[src/rtl/signal_conflict_monitor.sv]
// -----------------------------------------------------------------------------
// signal_conflict_monitor
//
// Watches the four approach light codes coming from the phase controller and
// stands between them and the lamp drivers. A conflict is two or more
// approaches showing green/yellow at once, or any approach showing a code that
// is not one of green (3'b100), yellow (3'b101) or red (3'b010). Short glitches
// are filtered. A conflict that persists for FILT_CYC consecutive cycles
// latches a fault: every approach then flashes red until an operator clear is
// accepted while the inputs are clean. After the clear, all approaches show
// solid red for HOLD_CYC cycles before normal pass-through resumes.
//
// Parameters
//   FILT_CYC   : consecutive conflict cycles needed to latch a fault (1..15)
//   FLASH_HALF : cycles per half-period of the fault flash (1..255)
//   HOLD_CYC   : cycles of solid all-red after a fault is cleared (1..255)
//
// Ports
//   clk        in   1  clock
//   rst_a      in   1  asynchronous active-high reset
//   e_lights   in   3  approach e light code
//   f_lights   in   3  approach f light code
//   z_lights   in   3  approach z light code
//   w_lights   in   3  approach w light code
//   fault_clr  in   1  operator clear request (level-sampled)
//   lamp_r     out  4  red lamp drives    (bit0 e, bit1 f, bit2 z, bit3 w)
//   lamp_y     out  4  yellow lamp drives (same bit order)
//   lamp_g     out  4  green lamp drives  (same bit order)
//   fault      out  1  high while flashing or in the post-clear hold
//   fault_code out  2  latched cause: 01 multiple non-red, 10 invalid, 11 both
// -----------------------------------------------------------------------------
module signal_conflict_monitor #(
    parameter int FILT_CYC   = 4,
    parameter int FLASH_HALF = 8,
    parameter int HOLD_CYC   = 6
) (
    input  logic       clk,
    input  logic       rst_a,
    input  logic [2:0] e_lights,
    input  logic [2:0] f_lights,
    input  logic [2:0] z_lights,
    input  logic [2:0] w_lights,
    input  logic       fault_clr,
    output logic [3:0] lamp_r,
    output logic [3:0] lamp_y,
    output logic [3:0] lamp_g,
    output logic       fault,
    output logic [1:0] fault_code
);

    // Light codes as driven by the phase controller.
    localparam logic [2:0] CODE_GREEN  = 3'b100;
    localparam logic [2:0] CODE_YELLOW = 3'b101;
    localparam logic [2:0] CODE_RED    = 3'b010;

    localparam logic [3:0] ALL_ON  = 4'b1111;
    localparam logic [3:0] ALL_OFF = 4'b0000;

    // Terminal counts; each counter reloads at its terminal value, so none can
    // run past its parameter bound.
    localparam logic [3:0] FILT_LAST  = 4'(FILT_CYC - 1);
    localparam logic [7:0] FLASH_LAST = 8'(FLASH_HALF - 1);
    localparam logic [7:0] HOLD_LAST  = 8'(HOLD_CYC - 1);

    typedef enum logic [1:0] {
        ST_RUN    = 2'd0,
        ST_FILTER = 2'd1,
        ST_FAULT  = 2'd2,
        ST_HOLD   = 2'd3
    } state_t;

    // -------------------------------------------------------------------------
    // Per-approach helpers
    // -------------------------------------------------------------------------

    // Lamp decode returned as {red, yellow, green}. Anything that is not a
    // recognised code falls back to red, so an approach can never light more
    // than one lamp and a corrupt code never shows a proceed aspect.
    function automatic logic [2:0] decode_lamp(input logic [2:0] code);
        logic [2:0] ryg;
        case (code)
            CODE_GREEN:  ryg = 3'b001;
            CODE_YELLOW: ryg = 3'b010;
            CODE_RED:    ryg = 3'b100;
            default:     ryg = 3'b100;
        endcase
        return ryg;
    endfunction

    // Green or yellow: the approach has (or is about to lose) right of way.
    function automatic logic is_go(input logic [2:0] code);
        return (code == CODE_GREEN) || (code == CODE_YELLOW);
    endfunction

    // Not one of the three legal codes.
    function automatic logic is_invalid(input logic [2:0] code);
        return (code != CODE_GREEN) && (code != CODE_YELLOW) && (code != CODE_RED);
    endfunction

    // -------------------------------------------------------------------------
    // Declarations
    // -------------------------------------------------------------------------
    logic [3:0][2:0] codes_s;
    logic [2:0]      go_cnt_s;
    logic            invalid_any_s;
    logic            multi_go_s;
    logic            conflict_s;
    logic [1:0]      cause_s;
    logic [3:0]      dec_r_s;
    logic [3:0]      dec_y_s;
    logic [3:0]      dec_g_s;
    logic            enter_fault_s;

    state_t          state_r;
    logic [3:0]      filt_cnt_r;
    logic [7:0]      flash_cnt_r;
    logic [7:0]      hold_cnt_r;
    logic            flash_on_r;

    // Pack approaches so index i matches lamp bit i (e, f, z, w).
    assign codes_s = {w_lights, z_lights, f_lights, e_lights};

    // Classify the current inputs: go count, invalid flag, lamp decode.
    always_comb begin
        go_cnt_s      = 3'd0;
        invalid_any_s = 1'b0;
        dec_r_s       = 4'b0000;
        dec_y_s       = 4'b0000;
        dec_g_s       = 4'b0000;
        for (int i = 0; i < 4; i++) begin
            go_cnt_s      = go_cnt_s + {2'b00, is_go(codes_s[i])};
            invalid_any_s = invalid_any_s | is_invalid(codes_s[i]);
            {dec_r_s[i], dec_y_s[i], dec_g_s[i]} = decode_lamp(codes_s[i]);
        end
        multi_go_s = (go_cnt_s > 3'd1);
        conflict_s = multi_go_s | invalid_any_s;
        cause_s    = {invalid_any_s, multi_go_s};
    end

    // Decide whether this edge starts (or restarts) a fault. HOLD goes
    // straight back to FAULT on any conflict; it never re-enters the filter.
    always_comb begin
        enter_fault_s = 1'b0;
        case (state_r)
            ST_RUN:    enter_fault_s = conflict_s && (FILT_CYC == 1);
            ST_FILTER: enter_fault_s = conflict_s && (filt_cnt_r == FILT_LAST);
            ST_HOLD:   enter_fault_s = conflict_s;
            ST_FAULT:  enter_fault_s = 1'b0;
            default:   enter_fault_s = 1'b0;
        endcase
    end

    // Monitor FSM with registered lamp, fault and cause outputs.
    always_ff @(posedge clk or posedge rst_a) begin
        if (rst_a) begin
            state_r     <= ST_RUN;
            filt_cnt_r  <= 4'd0;
            flash_cnt_r <= 8'd0;
            hold_cnt_r  <= 8'd0;
            flash_on_r  <= 1'b1;
            lamp_r      <= ALL_ON;
            lamp_y      <= ALL_OFF;
            lamp_g      <= ALL_OFF;
            fault       <= 1'b0;
            fault_code  <= 2'b00;
        end else if (enter_fault_s) begin
            // Fresh fault: latch cause from this cycle, flash starts in the on phase.
            state_r     <= ST_FAULT;
            filt_cnt_r  <= 4'd0;
            flash_cnt_r <= 8'd0;
            hold_cnt_r  <= 8'd0;
            flash_on_r  <= 1'b1;
            lamp_r      <= ALL_ON;
            lamp_y      <= ALL_OFF;
            lamp_g      <= ALL_OFF;
            fault       <= 1'b1;
            fault_code  <= cause_s;
        end else begin
            case (state_r)
                ST_RUN: begin
                    lamp_r <= dec_r_s;
                    lamp_y <= dec_y_s;
                    lamp_g <= dec_g_s;
                    if (conflict_s) begin
                        // This edge is the first conflict cycle of the run.
                        state_r    <= ST_FILTER;
                        filt_cnt_r <= 4'd1;
                    end else begin
                        state_r    <= ST_RUN;
                        filt_cnt_r <= 4'd0;
                    end
                end

                ST_FILTER: begin
                    // Still passing the (possibly conflicting) inputs through
                    // while the glitch filter decides.
                    lamp_r <= dec_r_s;
                    lamp_y <= dec_y_s;
                    lamp_g <= dec_g_s;
                    if (conflict_s) begin
                        state_r    <= ST_FILTER;
                        filt_cnt_r <= filt_cnt_r + 4'd1;
                    end else begin
                        state_r    <= ST_RUN;
                        filt_cnt_r <= 4'd0;
                    end
                end

                ST_FAULT: begin
                    lamp_y <= ALL_OFF;
                    lamp_g <= ALL_OFF;
                    if (fault_clr && !conflict_s) begin
                        // Clear accepted only against clean inputs.
                        state_r     <= ST_HOLD;
                        hold_cnt_r  <= 8'd0;
                        flash_cnt_r <= 8'd0;
                        flash_on_r  <= 1'b1;
                        lamp_r      <= ALL_ON;
                    end else if (flash_cnt_r == FLASH_LAST) begin
                        // Half-period elapsed: flip the flash phase.
                        state_r     <= ST_FAULT;
                        flash_cnt_r <= 8'd0;
                        flash_on_r  <= ~flash_on_r;
                        lamp_r      <= flash_on_r ? ALL_OFF : ALL_ON;
                    end else begin
                        state_r     <= ST_FAULT;
                        flash_cnt_r <= flash_cnt_r + 8'd1;
                    end
                end

                ST_HOLD: begin
                    if (hold_cnt_r == HOLD_LAST) begin
                        // Hold complete: release the fault and resume pass-through.
                        state_r    <= ST_RUN;
                        hold_cnt_r <= 8'd0;
                        lamp_r     <= dec_r_s;
                        lamp_y     <= dec_y_s;
                        lamp_g     <= dec_g_s;
                        fault      <= 1'b0;
                        fault_code <= 2'b00;
                    end else begin
                        state_r    <= ST_HOLD;
                        hold_cnt_r <= hold_cnt_r + 8'd1;
                        lamp_r     <= ALL_ON;
                        lamp_y     <= ALL_OFF;
                        lamp_g     <= ALL_OFF;
                    end
                end

                default: begin
                    // Unreachable encoding: fall back to the reset picture.
                    state_r     <= ST_RUN;
                    filt_cnt_r  <= 4'd0;
                    flash_cnt_r <= 8'd0;
                    hold_cnt_r  <= 8'd0;
                    flash_on_r  <= 1'b1;
                    lamp_r      <= ALL_ON;
                    lamp_y      <= ALL_OFF;
                    lamp_g      <= ALL_OFF;
                    fault       <= 1'b0;
                    fault_code  <= 2'b00;
                end
            endcase
        end
    end

endmodule

[config.mk]
export PLATFORM = sky130hd
export DESIGN_NAME = signal_conflict_monitor
export DESIGN_NICKNAME = d
export VERILOG_FILES = /design/src/rtl/signal_conflict_monitor.sv
export SDC_FILE = /design/constraint.sdc
export NUM_CORES = 1
export LEC_CHECK = 0
export CAP_MARGIN = 20
export CORE_MARGIN = 2
export CORE_UTILIZATION = 54
export CTS_CLUSTER_SIZE = 12
export DETAILED_ROUTE_END_ITERATION = 8
export PLACE_DENSITY_LB_ADDON = 0.3
export SLEW_MARGIN = 20
export SYNTH_ARGS = -nofsm -noshare
export SYNTH_HDL_FRONTEND = slang
export SYNTH_SLANG_ARGS = --single-unit
[constraint.sdc]
create_clock -name clk -period 2.6 [get_ports clk]
set_input_delay 0.52 -clock clk [delete_from_list [all_inputs] [get_ports clk]]
set_output_delay 0.52 -clock clk [all_outputs]
set_load 0.05 [all_outputs]
Word level (Yosys, flattened, before mapping) --
Cells that the tools add are included.
Storage, ports and cells: register bits 38, input bits 15
Operators by class: add/subtract/negate cells 6, order comparisons 1, equality and inequality tests 28, muxes and demuxes 44, bitwise gates (word level) 5, reduce and logical (&&, ||, !) cells 27
Operators by type and width (count):
- 8-bit 2-to-1 mux | 7
- 4-bit 2-to-1 mux | 11
- 4-bit one-hot mux with 3 select lines | 3
- 3-bit != test (second input constant) | 9
- 3-bit equality test (second input constant) | 8
- 3-bit one-hot mux with 2 select lines | 4
- 8-bit by 1-bit adder with 8-bit output (second input constant) | 2
- 8-bit by 3-bit equality test with 1-bit output (second input constant) | 2
- 8-bit one-hot mux with 2 select lines | 1
- 3-bit by 2-bit != test with 1-bit output (second input constant) | 4
- 1-bit logical AND | 10
- 1-bit 2-to-1 mux | 10
- 2-bit 2-to-1 mux | 5
- 3-bit nonzero test | 3
- 4-bit one-hot mux with 2 select lines | 1
- 2-bit one-hot mux with 3 select lines | 1
- 2-bit AND reduction | 3
- 2-bit nonzero test | 3
- 4-bit by 1-bit adder with 4-bit output (second input constant) | 1
- 2-bit equality test (second input constant) | 2
- 4-bit by 2-bit equality test with 1-bit output (second input constant) | 1
- 1-bit logical OR | 4
- 4-bit != test (second input constant) | 1
- 1-bit OR | 4
- 10 further kinds | 11

Depth between registers and ports, before layout --
Gate-level depths: netlist of run 1.
depth in word-level cells 12, depth in mapped cells 9, depth with buffers taken out 9

Worst setup path after synthesis of run 1 --
No wires, ideal clock.
path kind in2reg, start point in f_lights[1], end point reg hold_cnt_r[4], library setup time 124 ps, arrival time 2532 ps, data required time 2476 ps, setup slack -56 ps, stages 8, path buffers 0, path through nand2b_2 > inv_2 > fa_1 > and3b_1 > or2_1 > o41ai_4 > nor2_1 > a211o_1
On the way: word-level cells in the longest chain between the ends 11, elaborated cells between the ends (all ways) 24
Ends and longest elaborated chain:
- start: declaration | line 40 | input logic [2:0] f_lights,
- 3-bit equality test / 3-bit != test (equally long branches) | line 92, 97
- 1-bit logical OR / 1-bit logical AND (equally long branches) | line 92, 97
- 1-bit by 1-bit adder with 2-bit output / 1-bit logical AND (equally long branches) | line 131, 97
- 2-bit by 1-bit adder with 3-bit output / 1-bit OR (equally long branches) | line 131, 132
- 3-bit by 1-bit adder with 3-bit output / 1-bit OR (equally long branches) | line 131, 132
- 3-bit by 1-bit greater-than comparator with 1-bit output / 1-bit OR (equally long branches) | line 135, 132
- 1-bit OR (*) | line 136 | conflict_s = multi_go_s | invalid_any_s;
- 1-bit logical AND / 1-bit logical NOT (equally long branches) | line 146, 212
- 1-bit one-hot mux with 3 select lines / 1-bit logical AND (equally long branches) | line 144, 212
- 3-bit != test (no line) / 3-bit nonzero test (equally long branches)
- 2-bit AND reduction (no line)
- end signal: assignment | line 243 | hold_cnt_r <= hold_cnt_r + 8'd1;
- end: declaration | line 117 | logic [7:0] hold_cnt_r;
Mark *: on every way between the ends. The rest lies on a longest branch, timed or not. A chain may end at the register's enable or synchronous reset.

Final worst setup path of run 1 --
start point in e_lights[2], end point reg flash_cnt_r[3]
On the way: word-level cells in the longest chain between the ends 12, elaborated cells between the ends (all ways) 24
Ends and longest elaborated chain:
- start: declaration | line 39 | input logic [2:0] e_lights,
- 3-bit equality test / 3-bit != test (equally long branches) | line 92, 97
- 1-bit logical OR / 1-bit logical AND (equally long branches) | line 92, 97
- 1-bit by 1-bit adder with 2-bit output / 1-bit logical AND (equally long branches) | line 131, 97
- 2-bit by 1-bit adder with 3-bit output / 1-bit OR (equally long branches) | line 131, 132
- 3-bit by 1-bit adder with 3-bit output / 1-bit OR (equally long branches) | line 131, 132
- 3-bit by 1-bit greater-than comparator with 1-bit output / 1-bit OR (equally long branches) | line 135, 132
- 1-bit OR (*) | line 136
- 1-bit logical NOT | line 212 | if (fault_clr && !conflict_s) begin
- 1-bit logical AND | line 212
- 8-bit 2-to-1 mux | line 212
- 8-bit 2-to-1 mux | line 179 | case (state_r)
- 8-bit 2-to-1 mux | line 166 | end else if (enter_fault_s) begin
- end signal: assignment | line 227 | flash_cnt_r <= flash_cnt_r + 8'd1;
- end: declaration | line 116 | logic [7:0] flash_cnt_r;
Mark *: on every way between the ends. The rest lies on a longest branch, timed or not. The select of a mux whose other input is x is not followed.

==> summary.txt, run 1 <==
Worst setup path
  • R2R Path Start: filt_cnt_r[0]
  • Worst Path Class, Setup: in -> reg
  • Critical Path RT: 2810 ps
  • Worst endpoint data arrival time: 2680 ps
  • Worst Path Max Fanout: 5
  • R2R Setup Slk: between 300 and 400 ps
  • R2r endpoint: flash_cnt_r[3]
  • Kind of end point of the critical path: flop
  • CP Launch Type: input port
  • R2r worst-path depth: 7

Detailed routing
  • Total Wirelength: about 4.8 mm
  • DR pass1 iterations: 4
  • Vias per cell: 5.91
  • 1st-iter DRT viols: 130
  • Vias: 1,874
  • Drt wl/cell: between 15 and 20 µm
  • DR DRC count: 0
  • DRT antenna net count: 0

Place
  • Gp weighted congestion: 0.807
  • # port buffers: 29
  • Post-DP HPWL: between 3 and 4 mm

Global routing
  • Vias in the first global route: 1,888
  • Initial antenna violation count: 0
  • GRT Total Usage: 25.4%
  • Largest net degree at the start of global routing: 39
  • First-pass GRT wire length: 8.49 mm
  • Final global-route overflow total: 0

Floorplanning
  • Number of placement rows: 22
  • Core area: approximately 3700 µm²
  • # IOs: 30
  • Area of the die: roughly 4400 µm²
  • Initial Util: 57.0%
  • Die width: 66.4 µm
  • Die Ht: 66.4 µm

Clocking
  • CTS Root Cell: clkbuf_8
  • Later-pin clock latency in the skew report: 290 ps
  • CTS max path bufs: 2
  • CTS sink count: 38
  • Num CTS Buffers: 5
  • CTS tree: built
  • H-tree lvl count: 2
  • Clk slew on worst S/H paths: 70 ps

STA
  • Final period utilization: roughly 95%
  • Min Tclk post-route: 2480 ps
  • Slew HR: between 60 and 70%
  • Final Max Slew Viols: 0
  • RSZ-0062 raised after global routing: false
  • Worst slew pin tran: about 540 ps
  • Final Hold Viols: 0
  • Skew final: 2.77 ps
  • Final Hold Slack: 488 ps
  • Final TNS setup: 0 ps
  • Highest clock rate: 0.404 GHz
  • Final setup fails: 0

Synthesis
  • Post-synthesis average cell area: approximately 10 µm²
  • Post-synth net total: 227
  • Synthesis-stage register bit count: 38
  • Post-synth EDFFs: 0
  • Synth Warn #: 0
  • Sequential fraction of the synthesis area: 45.6%
  • Post-Syn Area: 2100 µm²
  • Main synth FF type: dfrtp_1
  • Synth unique cells: between 50 and 60
  • Post-synthesis cell count: 207
  • Async SR Flop Fraction: 100%
  • Synth top area share: approximately 39%
  • Area contributors post-synth: dfrtp_1 (39%), dfstp_2 (6.3%), o21ai_0 (3.1%)
  • Most common cell in the netlist: dfrtp_1
  • Yosys top cell by area: dfrtp_1
  • Most instantiated cells after synthesis: dfrtp_1 (33), nand2_1 (16), o21ai_0 (13)

Power and ir drop
  • Combinational power share: a little under half
  • Switch share: 38.5%
  • Maximum vdd ir drop: 863 µV
  • Pint: 1.37 mW
  • PD cells: 795 nW/µm²
  • Pwr Total: 2.22 mW
  • Clock power share: between 15 and 20%
  • Pleak: 1.26 nW
  • Net Switching: 0.854 mW
  • Sequential power share: about 37%

Worst hold path
  • HP Class: reg -> reg
  • Hold EP: fault
  • Hold_sp: fault
  • Depth of the worst hold-timing path: 1

Layout
  • Layout Nets: between 200 and 300
  • Syn-to-layout area delta: 32.9%
  • # diodes: 0
  • Layout cell share with drive strength beyond 1: approximately a quarter

Run
  • Max Cap Viol: 0

Outcome
  • Status: finished, final reports clean
## worst max-delay path, stage by stage
cell and delay, ps:
dlygate4sd2_1 270, nand2b_4 80, inv_2 50, fa_1 520, and3b_2 200, nor3_1 50, a32o_2 320, buf_6 140
or3_4 360, a211oi_2 170
## layout make-up
type | instances | area, µm²
inverter | 8 | 30.0
tap | 48 | 60.1
sequential | 38 | 957
fill | 272 | 897
multi-input combinational | 155 | 1130
timing repair buffer | 60 | 532
clock buffer | 8 | 80.1
## metal layers
| layer | track usage [%] | up-vias | part of all wire (%) |
|---|---|---|---|
| li1 | - | 903 | - |
| met1 | 31.7 | 933 | 45 |
| met2 | 43.5 | 31 | 50 |
| met3 | 5.11 | 7 | 3.5 |
| met4 | 9.18 | 0 | 1.4 |
| met5 | 0 | - | 0 |
## sequential cells by signal, summed over array words and instances (netlist names)
name,count
flash_on_r,1
hold_cnt_r,8
lamp_y,4
state_r,2
fault_code,2
fault,1
flash_cnt_r,8
filt_cnt_r,4
lamp_g,4
lamp_r,4
## power groups by stage
stage          sequential, mW  clock [mW]  combinational, mW
5_1_grt                 0.840       0.423               1.09
4_1_cts                 0.825       0.395               1.01
3_3_place_gp            0.827           0              0.958
3_5_place_dp            0.832           0              0.977
6_report                0.827       0.388               1.01
2_1_floorplan           0.969           0              0.493
## placed cells by master, fill, tap and decap left out, types with 2 or more instances in the layout
cell and count:
or3_1 3, nor3b_1 7, dfrtp_1 33, o21ai_0 13, nand2b_1 3, nor3_1 10
nand4_1 2, clkdlybuf4s50_1 23, and3_1 6, a2bb2oi_1 4, mux2i_1 2, clkbuf_1 3
a21o_1 4, dlygate4sd2_1 6, o31ai_1 3, o22ai_1 5, nand2b_4 3, nor2b_1 2
a211o_1 2, or4_4 2, ha_1 4, nand3_1 11, a21oi_1 5, o2bb2ai_1 3
o32ai_1 2, a221oi_1 2, or3_4 2, clkbuf_8 5, nor2_1 10, inv_1 5
dfstp_2 5, nand2_1 16, a211oi_2 5, buf_4 29, inv_2 3
## worst max-delay path by stage
| stage | slack [ps] | start | endpoint |
|---|---|---|---|
| 6_report | 120 | e_lights[2] | flash_cnt_r[3] |
| 5_1_grt | 20 | e_lights[2] | flash_cnt_r[1] |
| 4_1_cts | 120 | e_lights[2] | flash_cnt_r[3] |
| 3_5_place_dp | -530 | e_lights[1] | flash_cnt_r[7] |
| 3_3_place_gp | -460 | e_lights[1] | flash_cnt_r[5] |
| 2_1_floorplan | 60 | f_lights[1] | filt_cnt_r[2] |
## repair_timing
item,CTS,global route
hold buffers,0,0
setup endpoints to repair,34,0
setup buffers,1,0
gates resized for setup,19,0
## cells by family (layout without fill, tap and decap cells)
family,Yosys count,after routing,synth area share [%]
fa+ha+maj,5,5,3.34
xor+xnor,2,2,0.834
compound gates,61,61,24.2
mux,2,2,0.953
flops,38,38,45.6
simple gates,85,85,22.3
buf+inv,14,76,2.74
## stage by stage
| stage | utilization [%] | instance area (µm²) | cells | setup slack [ps] |
|---|---|---|---|---|
| final | 75.7 | 2790 | 317 | 122 |
| after global routing | 75.7 | 2790 | 317 | 23.6 |
| after CTS | 75.7 | 2790 | 317 | 122 |
| after detailed placement | 72.2 | 2660 | 308 | -529 |
| after global placement | 72.2 | 2660 | 308 | -458 |
| after floorplan | - | 2100 | 207 | 55.8 |
Power figures use the tool's default switching activity.
==> inputs of run 2 (changes only) <==
--- a/config.mk
+++ b/config.mk
@@ -7,11 +7,10 @@
 export LEC_CHECK = 0
 export CAP_MARGIN = 20
 export CORE_MARGIN = 2
-export CORE_UTILIZATION = 54
+export CORE_UTILIZATION = 43
 export CTS_CLUSTER_SIZE = 12
 export DETAILED_ROUTE_END_ITERATION = 8
-export PLACE_DENSITY_LB_ADDON = 0.3
-export SLEW_MARGIN = 20
+export PLACE_DENSITY_LB_ADDON = 0.2
 export SYNTH_ARGS = -nofsm -noshare
 export SYNTH_HDL_FRONTEND = slang
 export SYNTH_SLANG_ARGS = --single-unit
==> run 2 against run 1 <==
Effect of this change: clock skew rose by 3.6 ps; flip-flop and latch count did not move; setup slack got worse by 7.9 ps.
==> summary.txt, run 2 (synthesis results as in run 1) <==
Worst setup path
  • CP Launch Type: input port
  • Worst Path Class, Setup: in -> reg
  • Buf/Inv on CP: 2 (-1)
  • Kind of end point of the critical path: flop
  • CP max-delay cell: fa_1
  • Critical path's top delay family: simple AND/OR/NAND/NOR gates
  • Worst path cell trace: dlygate4sd2_1 -> nand2b_4 -> inv_2 -> fa_1 -> and3b_2 -> nor3_1 -> a32o_2 -> or4_4 -> a211oi_2
  • CP peak stage delay: 520 ps (about the same)
  • Critical Path RT: 2810 ps (about the same)
  • Worst Path Max Fanout: 4 (-1)
  • Worst endpoint data arrival time: 2700 ps (+20 ps)

STA
  • Final period utilization: 95.6% (+0.30 points)
  • Worst slew pin tran: 704 ps (+161 ps)
  • Final setup fails: 0 (unchanged)
  • Final Hold Slack: 488 ps (-0.00200 ps)
  • Final Max Slew Viols: 0 (unchanged)
  • Final Hold Viols: 0 (unchanged)
  • Slew HR: 53.0% (-10 points)
  • Highest clock rate: 0.402 GHz (-0.32%)
  • Min Tclk post-route: 2490 ps (+7.86 ps)
  • RSZ-0062 raised after global routing: false
  • Skew final: 6.34 ps (+3.57 ps)
  • Final TNS setup: 0 ps (unchanged)

Power and ir drop
  • Sequential power share: 36.7% (-0.5 points)
  • Pwr Total: 2.24 mW (+1.1%)
  • Pint: 1.37 mW (+0.37%)
  • Net Switching: 0.874 mW (+2.2%)
  • Maximum vdd ir drop: 381 µV (-56%)
  • Pleak: 1.27 nW (+0.91%)
  • Switch share: 38.9% (+0.44 points)
  • PD cells: 788 nW/µm² (-0.95%)
  • Clock power share: 18.8% (+1.3 points)
  • Combinational power share: 44.6% (-0.7 points)

Floorplanning
  • Number of placement rows: 25 (+14%)
  • Die width: 73.9 µm (+11%)
  • Die Ht: 73.9 µm (+11%)
  • # IOs: 30 (unchanged)
  • Initial Util: 44.5% (-12 points)
  • Area of the die: 5460 µm² (+24%)
  • Core area: 4720 µm² (+28%)

Clocking
  • CTS max path bufs: 2 (unchanged)
  • Hold buffers post-CTS: 0 (unchanged)
  • H-tree lvl count: 2 (unchanged)
  • Later-pin clock latency in the skew report: 290 ps (about the same)
  • Clk slew on worst S/H paths: 80 ps (about the same)
  • CTS Root Cell: clkbuf_8
  • CTS tree: built
  • CTS sink count: 38 (unchanged)
  • Num CTS Buffers: 5 (unchanged)

Detailed routing
  • 1st-iter DRT viols: 100 (-23%)
  • Vias per cell: 5.45 (-7.8%)
  • Vias: 1,832 (-2.2%)
  • DRT antenna net count: 0 (unchanged)
  • DR pass1 iterations: 4 (unchanged)
  • Drt wl/cell: 14.6 µm (-3.8%)
  • DR DRC count: 0 (unchanged)
  • Total Wirelength: 4.92 mm (+2.0%)

Global routing
  • First-pass GRT wire length: 8.03 mm (-5.4%)
  • GRT Total Usage: 19.3% (-6.1 points)
  • Vias in the first global route: 1,721 (-8.8%)
  • Final global-route overflow total: 0 (unchanged)
  • Initial antenna violation count: 0 (unchanged)
  • Largest net degree at the start of global routing: 39 (unchanged)

Layout
  • FILL cells: 399 (+47%)
  • Non-Filler Instances: 336 (+6.0%)
  • Commonest non-fill, non-tap cell in the layout: dfrtp_1
  • Syn-to-layout area delta: 35.6%
  • # diodes: 0 (unchanged)
  • Layout Nets: 288 (unchanged)
  • Largest regs: flash_cnt_r (8), hold_cnt_r (8)
  • Most frequent cells in the layout: dfrtp_1 (33), buf_4 (27), clkdlybuf4s50_1 (23)
  • Layout cell share with drive strength beyond 1: 26.0% (unchanged)

Worst hold path
  • HP Class: reg -> reg

Place
  • Post-DP HPWL: 3.46 mm (-3.0%)
  • Post-Place Cells: 323 (+4.9%)
  • # port buffers: 29 (unchanged)
  • Gp weighted congestion: 0.793 (-1.7%)

Outcome
  • Status: finished, final reports clean

Run
  • Max Cap Viol: 0 (unchanged)
[run 2: changes by cell type in the layout (fill, tap and decap cells not counted), moves of 2 or more]
cell and change:
buf_4 -2, buf_6 +2, or3_1 +2, or3_4 -2, clkbuf_1 -2
[run 2: per-layer routing]
metal | vias to the layer above | routed length [µm] | part of all wire, % | global-route usage (%)
met1 | 869 | 2300 | 47 | 24.8
met3 | 13 | 202 | 4.1 | 4.94
li1 | 907 | - | - | -
met2 | 43 | 2310 | 47 | 30.6
met5 | - | 0 | 0 | 0
met4 | 0 | 108 | 2.2 | 8.48
[run 2: per-stage QoR]
step | utilization (%) | cell area (µm²) | setup WS [ps]
2_1_floorplan | - | 2100 | 55.8
3_3_place_gp | 55.9 | 2640 | -465
3_5_place_dp | 55.9 | 2640 | -501
4_1_cts | 59.1 | 2790 | 5.21
5_1_grt | 60.3 | 2850 | 2.44
6_report | 60.3 | 2850 | 115
[run 2: layout make-up]
| class | count | area (µm²) | share of cell area, % |
|---|---|---|---|
| multi-input combinational | 155 | 1140 | 40.2 |
| sequential | 38 | 957 | 33.6 |
| timing repair buffer | 60 | 539 | 18.9 |
| clock buffer | 7 | 86.3 | 3.03 |
| tap | 67 | 83.8 | 2.94 |
| inverter | 8 | 32.5 | 1.14 |
| clock inverter | 1 | 5.00 | 0.176 |
[run 2: timing repair]
item                       CTS  global route
resized for setup           19             5
pin swaps                   12             4
setup buffers                2             3
setup endpoints to repair   27            21
[run 2: worst paths after layout]
kind | from | end | slack, ps | depth (start not counted)
worst max-delay path | e_lights[2] | flash_cnt_r[5] | 110 | 9
worst min-delay path | fault | fault | 490 | 1
worst max register to register | filt_cnt_r[0] | flash_cnt_r[5] | 380 | 6
worst min register to register | fault | fault | 490 | 1
max in group asynchronous | rst_a | flash_on_r | 1590 | 3
min in group asynchronous | rst_a | flash_cnt_r[5] | 640 | 3
[run 2: power groups by stage]
stage / logic (mW) / registers [mW] / clock network (mW)
global route: 1.08 / 0.842 / 0.459
finish: 1.00 / 0.823 / 0.421
global placement: 0.925 / 0.830 / 0
floorplan: 0.493 / 0.969 / 0
CTS: 0.976 / 0.821 / 0.440
detailed placement: 0.936 / 0.831 / 0
==> inputs of run 3 (changes only) <==
--- a/config.mk
+++ b/config.mk
@@ -8,9 +8,10 @@
 export CAP_MARGIN = 20
 export CORE_MARGIN = 2
 export CORE_UTILIZATION = 43
-export CTS_CLUSTER_SIZE = 12
+export CTS_CLUSTER_SIZE = 28
 export DETAILED_ROUTE_END_ITERATION = 8
 export PLACE_DENSITY_LB_ADDON = 0.2
+export RECOVER_POWER = 100
 export SYNTH_ARGS = -nofsm -noshare
 export SYNTH_HDL_FRONTEND = slang
 export SYNTH_SLANG_ARGS = --single-unit
==> run 3 against run 2 <==
Effect of this change: global-route usage did not move; register-to-register slack got worse by 20 ps; flip-flop and latch count did not move; clock skew barely moved; first-iteration DRC count fell by 3.0%; clock power barely moved; routed wire length fell by 0.83%; critical path depth rose by 2; sequential power fell by 0.6%; via count fell by 1.6%; combinational power barely moved.
==> summary.txt, run 3 (synthesis results as in run 1) <==
Clocking
  • CTS Root Cell: clkbuf_8
  • Num CTS Buffers: 5 (unchanged)
  • CTS sink count: 38 (unchanged)
  • H-tree lvl count: 2 (unchanged)
  • Later-pin clock latency in the skew report: 290 ps (about the same)
  • CTS tree: built
  • CTS max path bufs: 2 (unchanged)
  • Clk slew on worst S/H paths: 70 ps (about the same)

STA
  • Final setup fails: 0 (unchanged)
  • Min Tclk post-route: 2510 ps (+27.7 ps)
  • RSZ-0062 raised after global routing: false
  • Highest clock rate: 0.398 GHz (-1.1%)
  • Setup WS post-layout: 86.9 ps (-27.7 ps)
  • Worst slew pin tran: 953 ps (+249 ps)
  • Final TNS setup: 0 ps (unchanged)
  • Final Max Slew Viols: 0 (unchanged)
  • Final Hold Viols: 0 (unchanged)
  • Final period utilization: 96.7% (+1.1 points)
  • Slew HR: 36.4% (-17 points)
  • Skew final: 5.91 ps (-0.429 ps)

Place
  • Gp weighted congestion: 0.793 (unchanged)
  • # port buffers: 29 (unchanged)
  • Post-Place Cells: 323 (unchanged)
  • Post-DP HPWL: 3.46 mm (unchanged)
  • Place WS: -501 ps (unchanged)
  • Placed Area: 2640 µm² (unchanged)

Global routing
  • Largest net degree at the start of global routing: 39 (unchanged)
  • Vias in the first global route: 1,721 (unchanged)
  • GRT Total Usage: 19.3% (unchanged)
  • First-pass GRT wire length: 8.03 mm (unchanged)
  • Initial antenna violation count: 0 (unchanged)
  • Final global-route overflow total: 0 (unchanged)

Floorplanning
  • Area of the die: 5460 µm² (unchanged)
  • Die Ht: 73.9 µm (unchanged)
  • Core area: 4720 µm² (unchanged)
  • Number of placement rows: 25 (unchanged)
  • # IOs: 30 (unchanged)
  • Die width: 73.9 µm (unchanged)
  • Initial Util: 44.5% (unchanged)

Layout
  • Non-Filler Instances: 336 (unchanged)
  • Largest regs: flash_cnt_r (8), hold_cnt_r (8)
  • Commonest non-fill, non-tap cell in the layout: dfrtp_1
  • Most frequent cells in the layout: dfrtp_1 (33), buf_4 (24), nand2_1 (16), dlygate4sd3_1 (16), o21ai_0 (12)
  • # diodes: 0 (unchanged)
  • Layout Nets: 288 (unchanged)
  • FILL cells: 410 (+2.8%)
  • Syn-to-layout area delta: 34.1%
  • Fin area: 2820 µm² (-1.1%)
  • Layout cell share with drive strength beyond 1: 24.5% (-1.5 points)

Worst setup path
  • R2r worst-path depth: 6 (unchanged)
  • R2r endpoint: flash_cnt_r[7]
  • Worst Path Max Fanout: 15 (+11)
  • Kind of end point of the critical path: flop
  • Worst Path Class, Setup: in -> reg
  • R2R Setup Slk: 360 ps (-20 ps)
  • Worst endpoint data arrival time: 2700 ps (about the same)
  • R2R Path Start: filt_cnt_r[0]
  • Critical Path RT: 2790 ps (-20 ps)
  • CP Launch Type: input port

Power and ir drop
  • Pwr Total: 2.21 mW (-1.6%)
  • Pleak: 1.28 nW (+0.74%)
  • PD cells: 784 nW/µm² (-0.45%)
  • Maximum vdd ir drop: 366 µV (-4.0%)

Detailed routing
  • DRT antenna net count: 0 (unchanged)
  • Total Wirelength: 4.88 mm (-0.83%)
  • Vias per cell: 5.37 (-1.6%)
  • Vias: 1,803 (-1.6%)
  • DR DRC count: 0 (unchanged)
  • Drt wl/cell: 14.5 µm (-0.83%)
  • DR pass1 iterations: 4 (unchanged)
  • 1st-iter DRT viols: 97 (-3.0%)

Worst hold path
  • Depth of the worst hold-timing path: 1 (unchanged)
  • Hold EP: fault
  • Hold_sp: fault
  • HP Class: reg -> reg

Outcome
  • Status: finished, final reports clean

Run
  • Max Cap Viol: 0 (unchanged)
run 3: final cells by class:
cell class	count	area [µm²]	area share, %
multi-input combinational	155	1130	40.1
timing repair buffer	60	523	18.6
clock inverter	1	5.00	0.178
inverter	8	32.5	1.16
sequential	38	957	34.0
tap	67	83.8	2.98
clock buffer	7	86.3	3.07
run 3: report_power, final:
group          internal [mW]  switching, mW  total, mW  leakage (nW)
Combinational          0.404          0.564      0.969         0.746
Clock                  0.214          0.208      0.422        0.0482
Sequential             0.726         0.0918      0.818         0.489
Total                   1.34          0.864       2.21          1.28
run 3: how the worst max path moves through the flow:
| stage | cells after the start | end | start | slack, ps |
|---|---|---|---|---|
| 3_5_place_dp | 9 | flash_cnt_r[7] | e_lights[1] | -500 |
| 4_1_cts | 10 | hold_cnt_r[2] | f_lights[1] | 5 |
| 5_1_grt | 11 | filt_cnt_r[0] | f_lights[1] | 9 |
| 3_3_place_gp | 9 | flash_cnt_r[5] | e_lights[1] | -460 |
| 2_1_floorplan | 8 | filt_cnt_r[2] | f_lights[1] | 60 |
| 6_report | 11 | hold_cnt_r[5] | e_lights[1] | 90 |
run 3: stage by stage:
stage               utilization, %  hold slack [ps]
global route                  59.6              517
detailed placement            55.9              465
global placement              55.9              469
finish                        59.6              482
floorplan                        -              488
CTS                           59.1              493
run 3: what timing repair did:
action,4_1_cts,5_1_grt
gates resized for setup,19,5
hold buffers,0,0
pin swaps,12,4
endpoints found under the setup margin,27,21
setup buffers,2,3
run 3: metal layers:
metal	part of all wire, %	vias up	GRT usage [%]
met3	4.1	12	4.94
li1	-	906	-
met4	2.3	0	8.48
met5	0	-	0
met2	47	41	30.6
met1	47	844	24.8
run 3: worst max-delay path, cell delays in order:
cell,delay [ps]
dlygate4sd2_1,230
nand2b_4,140
inv_2,40
fa_1,520
and3b_1,200
clkbuf_4,150
nor2_1,50
a31oi_2,350
buf_6,250
o22ai_1,90
a21o_1,150
